[config.mk]
export PLATFORM = sky130hd
export DESIGN_NAME = ecc_scrub_ctrl_flat
export DESIGN_NICKNAME = d
export VERILOG_FILES = /design/src/rtl/ecc_scrub_ctrl_if.sv /design/src/rtl/ecc_scrub_ctrl.sv /design/src/flat_wrapper.sv
export SDC_FILE = /design/constraint.sdc
export NUM_CORES = 1
export LEC_CHECK = 0
export CAP_MARGIN = 30
export CORE_ASPECT_RATIO = 0.75
export CORE_MARGIN = 2
export CORE_UTILIZATION = 40
export CTS_CLUSTER_DIAMETER = 120
export DETAILED_ROUTE_END_ITERATION = 6
export PLACE_DENSITY_LB_ADDON = 0.08
export REMOVE_ABC_BUFFERS = 1
export SLEW_MARGIN = 25
export SYNTH_ARGS = -nofsm -noshare
export SYNTH_HDL_FRONTEND = slang
export SYNTH_SLANG_ARGS = --single-unit
[constraint.sdc]
create_clock -name clk -period 3.78 [get_ports clk]
set_input_delay 0.756 -clock clk [delete_from_list [all_inputs] [get_ports clk]]
set_output_delay 0.756 -clock clk [all_outputs]
set_load 0.1 [all_outputs]
[src/rtl/ecc_scrub_ctrl_if.sv]
// Memory port and Hamming decoder bundle used by the ECC scrubber.
interface ecc_scrub_ctrl_if #(
    parameter int unsigned ADDR_W = 8
);
    logic [ADDR_W-1:0] mem_addr;
    logic              mem_rd;
    logic [11:0]       mem_rdata;
    logic              mem_wr;
    logic [11:0]       mem_wdata;
    logic [11:0]       dec_code;
    logic [3:0]        dec_syndrome;

    // Scrubber side: drives the memory strobes and the decoder input
    modport master (
        output mem_addr,
        output mem_rd,
        output mem_wr,
        output mem_wdata,
        output dec_code,
        input  mem_rdata,
        input  dec_syndrome
    );

    // Memory/decoder side
    modport slave (
        input  mem_addr,
        input  mem_rd,
        input  mem_wr,
        input  mem_wdata,
        input  dec_code,
        output mem_rdata,
        output dec_syndrome
    );
endinterface

[src/rtl/ecc_scrub_ctrl.sv]
// Background scrubber for Hamming(12,8) protected memory: walks every address,
// writes back single-bit-corrected words and counts corrected/uncorrectable words.
module ecc_scrub_ctrl #(
    parameter int unsigned ADDR_W = 8,
    parameter int unsigned DEPTH  = 256,
    parameter int unsigned CNT_W  = 8
) (
    input  logic              clk,
    input  logic              rst,
    input  logic              start,
    input  logic              hold,
    ecc_scrub_ctrl_if.master  bus,
    output logic              busy,
    output logic              done,
    output logic              err_valid,
    output logic              err_uncorr,
    output logic [ADDR_W-1:0] err_addr,
    output logic [CNT_W-1:0]  corr_count,
    output logic [CNT_W-1:0]  uncorr_count
);
    localparam int unsigned CODE_W = 12;
    localparam int unsigned SYND_W = 4;

    localparam logic [ADDR_W-1:0] LAST_ADDR    = ADDR_W'(DEPTH - 1);
    localparam logic [CNT_W-1:0]  CNT_MAX      = {CNT_W{1'b1}};
    localparam logic [SYND_W-1:0] LAST_CORR    = SYND_W'(CODE_W);

    typedef enum logic [2:0] {
        S_IDLE,
        S_READ,
        S_WAIT,
        S_CHECK,
        S_WRITE,
        S_NEXT
    } state_t;

    state_t state_q;
    state_t state_d;

    logic [ADDR_W-1:0] addr_q;
    logic [CODE_W-1:0] code_q;
    logic [CODE_W-1:0] wdata_q;

    // Control decoded from the current state
    logic rd_c;
    logic wr_c;
    logic launch_c;
    logic capture_c;
    logic check_c;
    logic step_c;
    logic last_c;

    // Syndrome classification
    logic [SYND_W-1:0] synd_c;
    logic              synd_nz_c;
    logic              corr_c;
    logic              uncorr_c;
    logic [CODE_W-1:0] flip_c;

    // Syndrome 1..12 names the flipped bit position; 13..15 cannot be a single error
    always_comb begin
        synd_c    = bus.dec_syndrome;
        synd_nz_c = (synd_c != '0);
        corr_c    = synd_nz_c && (synd_c <= LAST_CORR);
        uncorr_c  = synd_c > LAST_CORR;
        flip_c    = CODE_W'(1) << (synd_c - SYND_W'(1));
    end

    assign last_c = (addr_q == LAST_ADDR);

    // State register
    always_ff @(posedge clk or posedge rst) begin
        if (rst) begin
            state_q <= S_IDLE;
        end else begin
            state_q <= state_d;
        end
    end

    // Next-state logic
    always_comb begin
        state_d = state_q;
        unique case (state_q)
            S_IDLE:  if (start) state_d = S_READ;
            S_READ:  if (!hold) state_d = S_WAIT;
            S_WAIT:  state_d = S_CHECK;
            S_CHECK: state_d = corr_c ? S_WRITE : S_NEXT;
            S_WRITE: if (!hold) state_d = S_NEXT;
            S_NEXT:  state_d = last_c ? S_IDLE : S_READ;
            default: state_d = S_IDLE;
        endcase
    end

    // Output and datapath control decode
    always_comb begin
        rd_c      = 1'b0;
        wr_c      = 1'b0;
        launch_c  = 1'b0;
        capture_c = 1'b0;
        check_c   = 1'b0;
        step_c    = 1'b0;
        unique case (state_q)
            S_IDLE:  launch_c  = start;
            S_READ:  rd_c      = !hold;
            S_WAIT:  capture_c = 1'b1;
            S_CHECK: check_c   = 1'b1;
            S_WRITE: wr_c      = !hold;
            S_NEXT:  step_c    = !last_c;
            default: ;
        endcase
    end

    // Word address walks 0..DEPTH-1 and is held after the pass
    always_ff @(posedge clk or posedge rst) begin
        if (rst) begin
            addr_q <= '0;
        end else if (launch_c) begin
            addr_q <= '0;
        end else if (step_c) begin
            addr_q <= addr_q + ADDR_W'(1);
        end
    end

    // Read data capture and corrected write-back word
    always_ff @(posedge clk or posedge rst) begin
        if (rst) begin
            code_q  <= '0;
            wdata_q <= '0;
        end else begin
            if (capture_c) begin
                code_q <= bus.mem_rdata;
            end
            if (check_c && corr_c) begin
                wdata_q <= code_q ^ flip_c;
            end
        end
    end

    // Saturating error counters, cleared only by an accepted start
    always_ff @(posedge clk or posedge rst) begin
        if (rst) begin
            corr_count   <= '0;
            uncorr_count <= '0;
        end else if (launch_c) begin
            corr_count   <= '0;
            uncorr_count <= '0;
        end else if (check_c) begin
            if (corr_c && (corr_count != CNT_MAX)) begin
                corr_count <= corr_count + CNT_W'(1);
            end
            if (uncorr_c && (uncorr_count != CNT_MAX)) begin
                uncorr_count <= uncorr_count + CNT_W'(1);
            end
        end
    end

    // Error report for the word just checked, one cycle after CHECK
    always_ff @(posedge clk or posedge rst) begin
        if (rst) begin
            err_valid  <= 1'b0;
            err_uncorr <= 1'b0;
            err_addr   <= '0;
        end else begin
            err_valid  <= check_c && synd_nz_c;
            err_uncorr <= check_c && uncorr_c;
            if (check_c && synd_nz_c) begin
                err_addr <= addr_q;
            end
        end
    end

    // Status flags: busy follows the upcoming state, done pulses after the last NEXT
    always_ff @(posedge clk or posedge rst) begin
        if (rst) begin
            busy <= 1'b0;
            done <= 1'b0;
        end else begin
            busy <= (state_d != S_IDLE);
            done <= (state_q == S_NEXT) && last_c;
        end
    end

    assign bus.mem_addr  = addr_q;
    assign bus.mem_rd    = rd_c;
    assign bus.mem_wr    = wr_c;
    assign bus.mem_wdata = wdata_q;
    assign bus.dec_code  = code_q;

    // The memory port never sees a read and a write together
    a_rd_wr_excl: assert property (@(posedge clk) disable iff (rst) !(rd_c && wr_c));

    // Strobes only come from READ and WRITE
    a_rd_state: assert property (@(posedge clk) disable iff (rst) rd_c |-> (state_q == S_READ));
    a_wr_state: assert property (@(posedge clk) disable iff (rst) wr_c |-> (state_q == S_WRITE));
endmodule
[src/flat_wrapper.sv]
// flat-port wrapper written by rule: the top's interface ports become plain ports
module ecc_scrub_ctrl_flat 
#(
    parameter int unsigned ADDR_W = 8,
    parameter int unsigned DEPTH  = 256,
    parameter int unsigned CNT_W  = 8
)
  (clk, rst, start, hold, busy, done, err_valid, err_uncorr, err_addr, corr_count, uncorr_count, bus_mem_addr, bus_mem_rd, bus_mem_wr, bus_mem_wdata, bus_dec_code, bus_mem_rdata, bus_dec_syndrome);
  ecc_scrub_ctrl_if #(.ADDR_W(ADDR_W)) bus_i ();
  input  logic clk;
  input  logic rst;
  input  logic start;
  input  logic hold;
  output logic busy;
  output logic done;
  output logic err_valid;
  output logic err_uncorr;
  output logic [ADDR_W-1:0] err_addr;
  output logic [CNT_W-1:0] corr_count;
  output logic [CNT_W-1:0] uncorr_count;
  output wire logic [$bits(bus_i.mem_addr)-1:0] bus_mem_addr;
  output wire logic [$bits(bus_i.mem_rd)-1:0] bus_mem_rd;
  output wire logic [$bits(bus_i.mem_wr)-1:0] bus_mem_wr;
  output wire logic [$bits(bus_i.mem_wdata)-1:0] bus_mem_wdata;
  output wire logic [$bits(bus_i.dec_code)-1:0] bus_dec_code;
  input wire logic [$bits(bus_i.mem_rdata)-1:0] bus_mem_rdata;
  input wire logic [$bits(bus_i.dec_syndrome)-1:0] bus_dec_syndrome;
  assign bus_mem_addr = bus_i.mem_addr;
  assign bus_mem_rd = bus_i.mem_rd;
  assign bus_mem_wr = bus_i.mem_wr;
  assign bus_mem_wdata = bus_i.mem_wdata;
  assign bus_dec_code = bus_i.dec_code;
  assign bus_i.mem_rdata = bus_mem_rdata;
  assign bus_i.dec_syndrome = bus_dec_syndrome;
  ecc_scrub_ctrl #(.ADDR_W(ADDR_W), .DEPTH(DEPTH), .CNT_W(CNT_W)) u_core (.clk(clk), .rst(rst), .start(start), .hold(hold), .bus(bus_i), .busy(busy), .done(done), .err_valid(err_valid), .err_uncorr(err_uncorr), .err_addr(err_addr), .corr_count(corr_count), .uncorr_count(uncorr_count));
endmodule
# After elaboration in Yosys (flattened, before gate mapping)
# Index checks and enable logic that the tools add are counted.
# Widths: inputs -> output; s select.
# word_totals
inputBits	20
output_inout_bits	62
rom_bits	0
ram_bits	0
reg_bits	63
latch_bits	0
word_cells	65
mem_count	0
# classes
reduce_logical	18
shift	1
addsub	4
div	0
eq_ne	8
muxes	20
n_lt_le_gt_ge	2
bitwise_logic	1
multipliers	0
# op_table
cell	n
$mux 8	8
$add 8x1->8 const B	3
$pmux 3 s6	1
$ne 8x8->1 const B	2
$shl 1x4->12 const A	1
$xor 12x12->12	1
$mux 3	3
$eq 8x8->1 const B	1
$mux 1	8
$reduce_bool 2->1	4
$logic_and 1x1->1	7
$eq 3x2->1 const B	2
$eq 3x3->1 const B	2
$gt 4x4->1 const B	1
$le 4x4->1 const B	1
$reduce_and 2->1	2
$reduce_bool 4->1	1
$sub 4x1->4 const B	1
$eq 3x1->1 const B	1
$logic_not 3->1	1
$reduce_bool 3->1	1
$logic_not 1->1	2

# Longest topological paths before layout
# depth
depth_word	6
mapped_depth	7
depth_no_buf	5

# Worst setup path after synthesis
# Ideal clock, no wire load.
# synth_path
path_kind	input to output
start	in hold
end	out bus_mem_rd
path_stages	2
slack_ps	-85
t_arrival_ps	3109
n_path_buf	0
t_required_ps	3024
path_cell_list	nor2b_1 -> nor3b_1
# synth_via
elab_chain_cells	2
# synth_rtl
item	line	rtl
from (decl)	flat_wrapper.sv:13	input logic hold;
$logic_not 1->1	-	
$mux 1	ecc_scrub_ctrl.sv:102	unique case (state_q)
to (decl)	flat_wrapper.sv:22	output wire logic [$bits(bus_i.mem_rd)-1:0] bus_mem_rd;
# No other way between the ends.

# Worst setup path after layout
# layout_path
start	reg u_core.addr_q[2], in the netlist u_core.bus.mem_addr[2]
end	out bus_mem_addr[2]
# layout_rtl
item	line	rtl
from (decl)	ecc_scrub_ctrl.sv:40	logic [ADDR_W-1:0] addr_q;
from (signal assigned)	ecc_scrub_ctrl.sv:120	addr_q <= addr_q + ADDR_W'(1);
to (decl)	flat_wrapper.sv:21	output wire logic [$bits(bus_i.mem_addr)-1:0] bus_mem_addr;
# No word-level cell between the ends.

==> run summary <==
DRT iter0 DRCs - 85
clk sinks - 63
first-pass GRT wire length - 11.8 mm
family with the most delay on the worst path - buffers and inverters
ANT nets after route - 0
worst path cell trace - clkdlybuf4s50_1
Clock Latency Late Sink - 0.34 ns
via count - 2390
core box area - 0.00740 sq mm
initial antenna violation count - 0
Post-Syn Area per Cell - 10.9 sq um
Max Slew Vio Count - 0
Worst VDD drop - 0.560 mV
Post-synth EDFFs - 0
clk buf depth - 2
Setup crit start kind - register
HP Class - register to register
wire per inst - 14.8 um
Final Routed Wirelength - 6.95 mm
hold-fix buffers at CTS - 0
vias in the first global route - 2348
Yosys reg bits - 63
slowest cell delay on critical path - 1.20 ns
# diodes - 0
largest net degree at the start of global routing - 64
outcome - finished, final reports clean
drt pass-1 iters - 4
CP required - 3.02 ns
DRC - 0
die height - 80.0 um
setup ws final - 0.959 ns
via/cell ratio - 5.07
unrepaired setup endpoints after global routing - no
H-Tree Depth - 3
P&R area growth vs syn - 34.7%
dpl ws - 0.815 ns
total die area - 0.00842 sq mm
Lkg Pwr - 1.71 nW
crit path kind - register to primary output
slowest library cell on the worst path - clkdlybuf4s50_1
post-synthesis sequential area ratio - 0.512
post-synthesis cell area - 0.00308 sq mm
Post-DP HPWL - 4.87 mm
clk slew on worst S/H paths - 0.07 ns
max frequency - 354 MHz
grt ovf - 0
final hold vios - 0
RePlAce Congestion - 0.825
worst-path fanout max - 8
post-CTS sizing - 0
CTS tree - built
max_cap viols - 0
area of the multi-input gates - 0.00138 sq mm
P per Cell Area - 929 mW/mm^2
Mapped Cells - 283
Die Width - 105 um
CP Buf/Inv Count - 1
reg2reg setup slack - 1.84 ns
share of cells above drive strength 1 - 0.146
CP Capture Type - primary output
Filler cells - 650
Slew @ Worst Pin - 0.990 ns
ys flop type - dfrtp_1
Worst slew margin - 0.338
Async S/R FF share, synth - 1.00
top-level I/O count - 82
I/O Buffers - 81
Initial Util - 0.416
CTS root buffer - clkbuf_8
synth unique cells - 49
Sequential Area - 0.00158 sq mm
final hold slack - 0.480 ns
minimum clock period after layout - 2.82 ns
Worst EP arrival - 2.07 ns
Synth Warn # - 0
Layout Nets - 388
GRT Total Usage - 0.179
clock skew - 0.00548 ns
total CTS buffers - 9
Setup Buffers After CTS - 0
row count - 27
crit share post-route - 0.746
final setup violating endpoints - 0
[cells in the mapped netlist, drive strengths merged (2+ instances only)]
| library cell | instances | area, sq um |
|---|---|---|
| nand3 | 9 | 45.0 |
| mux2i | 8 | 80.1 |
| inv | 4 | 15.0 |
| and4 | 2 | 17.5 |
| nor2 | 20 | 77.6 |
| a31o | 2 | 17.5 |
| o211ai | 5 | 42.5 |
| buf | 10 | 67.6 |
| and2 | 3 | 18.8 |
| o31ai | 7 | 52.6 |
| nor4 | 2 | 12.5 |
| mux2 | 20 | 225 |
| clkbuf | 4 | 35.0 |
| ha | 3 | 37.5 |
| nor3 | 15 | 75.1 |
| and3 | 5 | 31.3 |
| nand4 | 4 | 25.0 |
| a2111oi | 3 | 26.3 |
| nand3b | 2 | 18.8 |
| nand2b | 5 | 31.3 |
| nand2 | 26 | 97.6 |
| a211oi | 2 | 15.0 |
| or3 | 4 | 30.0 |
| a21oi | 9 | 45.0 |
| or4 | 3 | 23.8 |
| dfrtp | 63 | 1580 |
| o21ai | 15 | 75.1 |
| xnor2 | 15 | 131 |
[state kept, by name (all words and copies together), names as in the netlist]
name                  flops
u_core.state_q            3
u_core.corr_count         8
u_core.bus.mem_wdata     12
u_core.busy               1
u_core.uncorr_count       8
u_core.bus.mem_addr       8
u_core.done               1
u_core.err_addr           8
u_core.err_valid          1
u_core.bus.dec_code      12
u_core.err_uncorr         1
[final timing paths]
kind,startpoint,depth (start not counted),to
min reg2reg,u_core.bus.mem_wdata[7],2,u_core.bus.mem_wdata[7]
max reg2reg,u_core.bus.mem_addr[0],5,u_core.bus.mem_addr[7]
max,u_core.bus.mem_addr[2],1,bus_mem_addr[2]
min,u_core.bus.mem_wdata[7],2,u_core.bus.mem_wdata[7]
max in group asynchronous,rst,3,u_core.uncorr_count[3]
min in group asynchronous,rst,3,u_core.bus.dec_code[6]
[area by class of cell]
| type | instances | area share |
|---|---|---|
| Multi-Input combinational cell | 202 | 0.334 |
| Sequential cell | 63 | 0.380 |
| Timing Repair Buffer | 85 | 0.202 |
| Clock buffer | 13 | 0.0407 |
| Inverter | 4 | 0.00362 |
| Clock inverter | 3 | 0.00966 |
| Tap cell | 101 | 0.0305 |
[through the flow]
| stage | TNS, ns | std cells | area (sq um) | util | total power, mW |
|---|---|---|---|---|---|
| after global routing | 0 | 471 | 4150 | 0.560 | 4.04 |
| after CTS | 0 | 471 | 4150 | 0.560 | 3.89 |
| after detailed placement | 0 | 455 | 3940 | 0.532 | 3.27 |
| after global placement | 0 | 455 | 3940 | 0.532 | 3.25 |
| after floorplan | -0.0852 | 269 | 2980 | - | 2.73 |
| final | 0 | 471 | 4150 | 0.560 | 3.85 |
[cell families after synthesis]
family / Yosys count / share of synthesized area
flops: 63 / 0.512
fa+ha+maj: 3 / 0.0122
compound gates: 48 / 0.109
simple gates: 107 / 0.184
buf+inv: 18 / 0.0382
mux: 28 / 0.0992
xor+xnor: 16 / 0.0455
[routing by layer]
layer	GRT usage	up-vias	part of all wire
met5	0	-	0
met4	0.0680	0	0.0069
met3	0.0506	6	0.058
met2	0.258	64	0.44
met1	0.254	1134	0.49
li1	-	1186	-
[cell usage in the layout, fill, tap and decap left out, types with 2 or more instances in the layout]
master           Yosys  final
or3_1                3      3
and3_1               5      5
clkdlybuf4s50_1      0     79
nor4_1               2      2
nand3_1              9      9
inv_1                4      3
a2111oi_0            3      3
nand2b_1             5      5
mux2i_1              8      8
o31ai_1              7      7
a31o_2               2      2
clkinv_2             0      2
a21oi_1              9      9
o211ai_1             4      4
nand4_1              4      4
and4_1               2      2
mux2_2              20     20
nor3_1              15     15
nand2_1             26     26
nor2_1              19     19
or4_1                2      2
buf_4                2      6
ha_1                 3      3
dfrtp_1             63     63
xnor2_1             15     15
clkbuf_8             2     12
and2_1               3      3
o21ai_0             15     15
a211oi_1             2      2
[power breakdown]
part           internal [mW]  leakage, nW  switching, mW  total (mW)
clock                  0.357        0.109          0.255       0.611
combinational          0.564        0.773           1.64        2.20
sequential             0.863        0.828          0.180        1.04
total                   1.78         1.71           2.07        3.85
No activity file was read; power rests on OpenSTA's default activity.
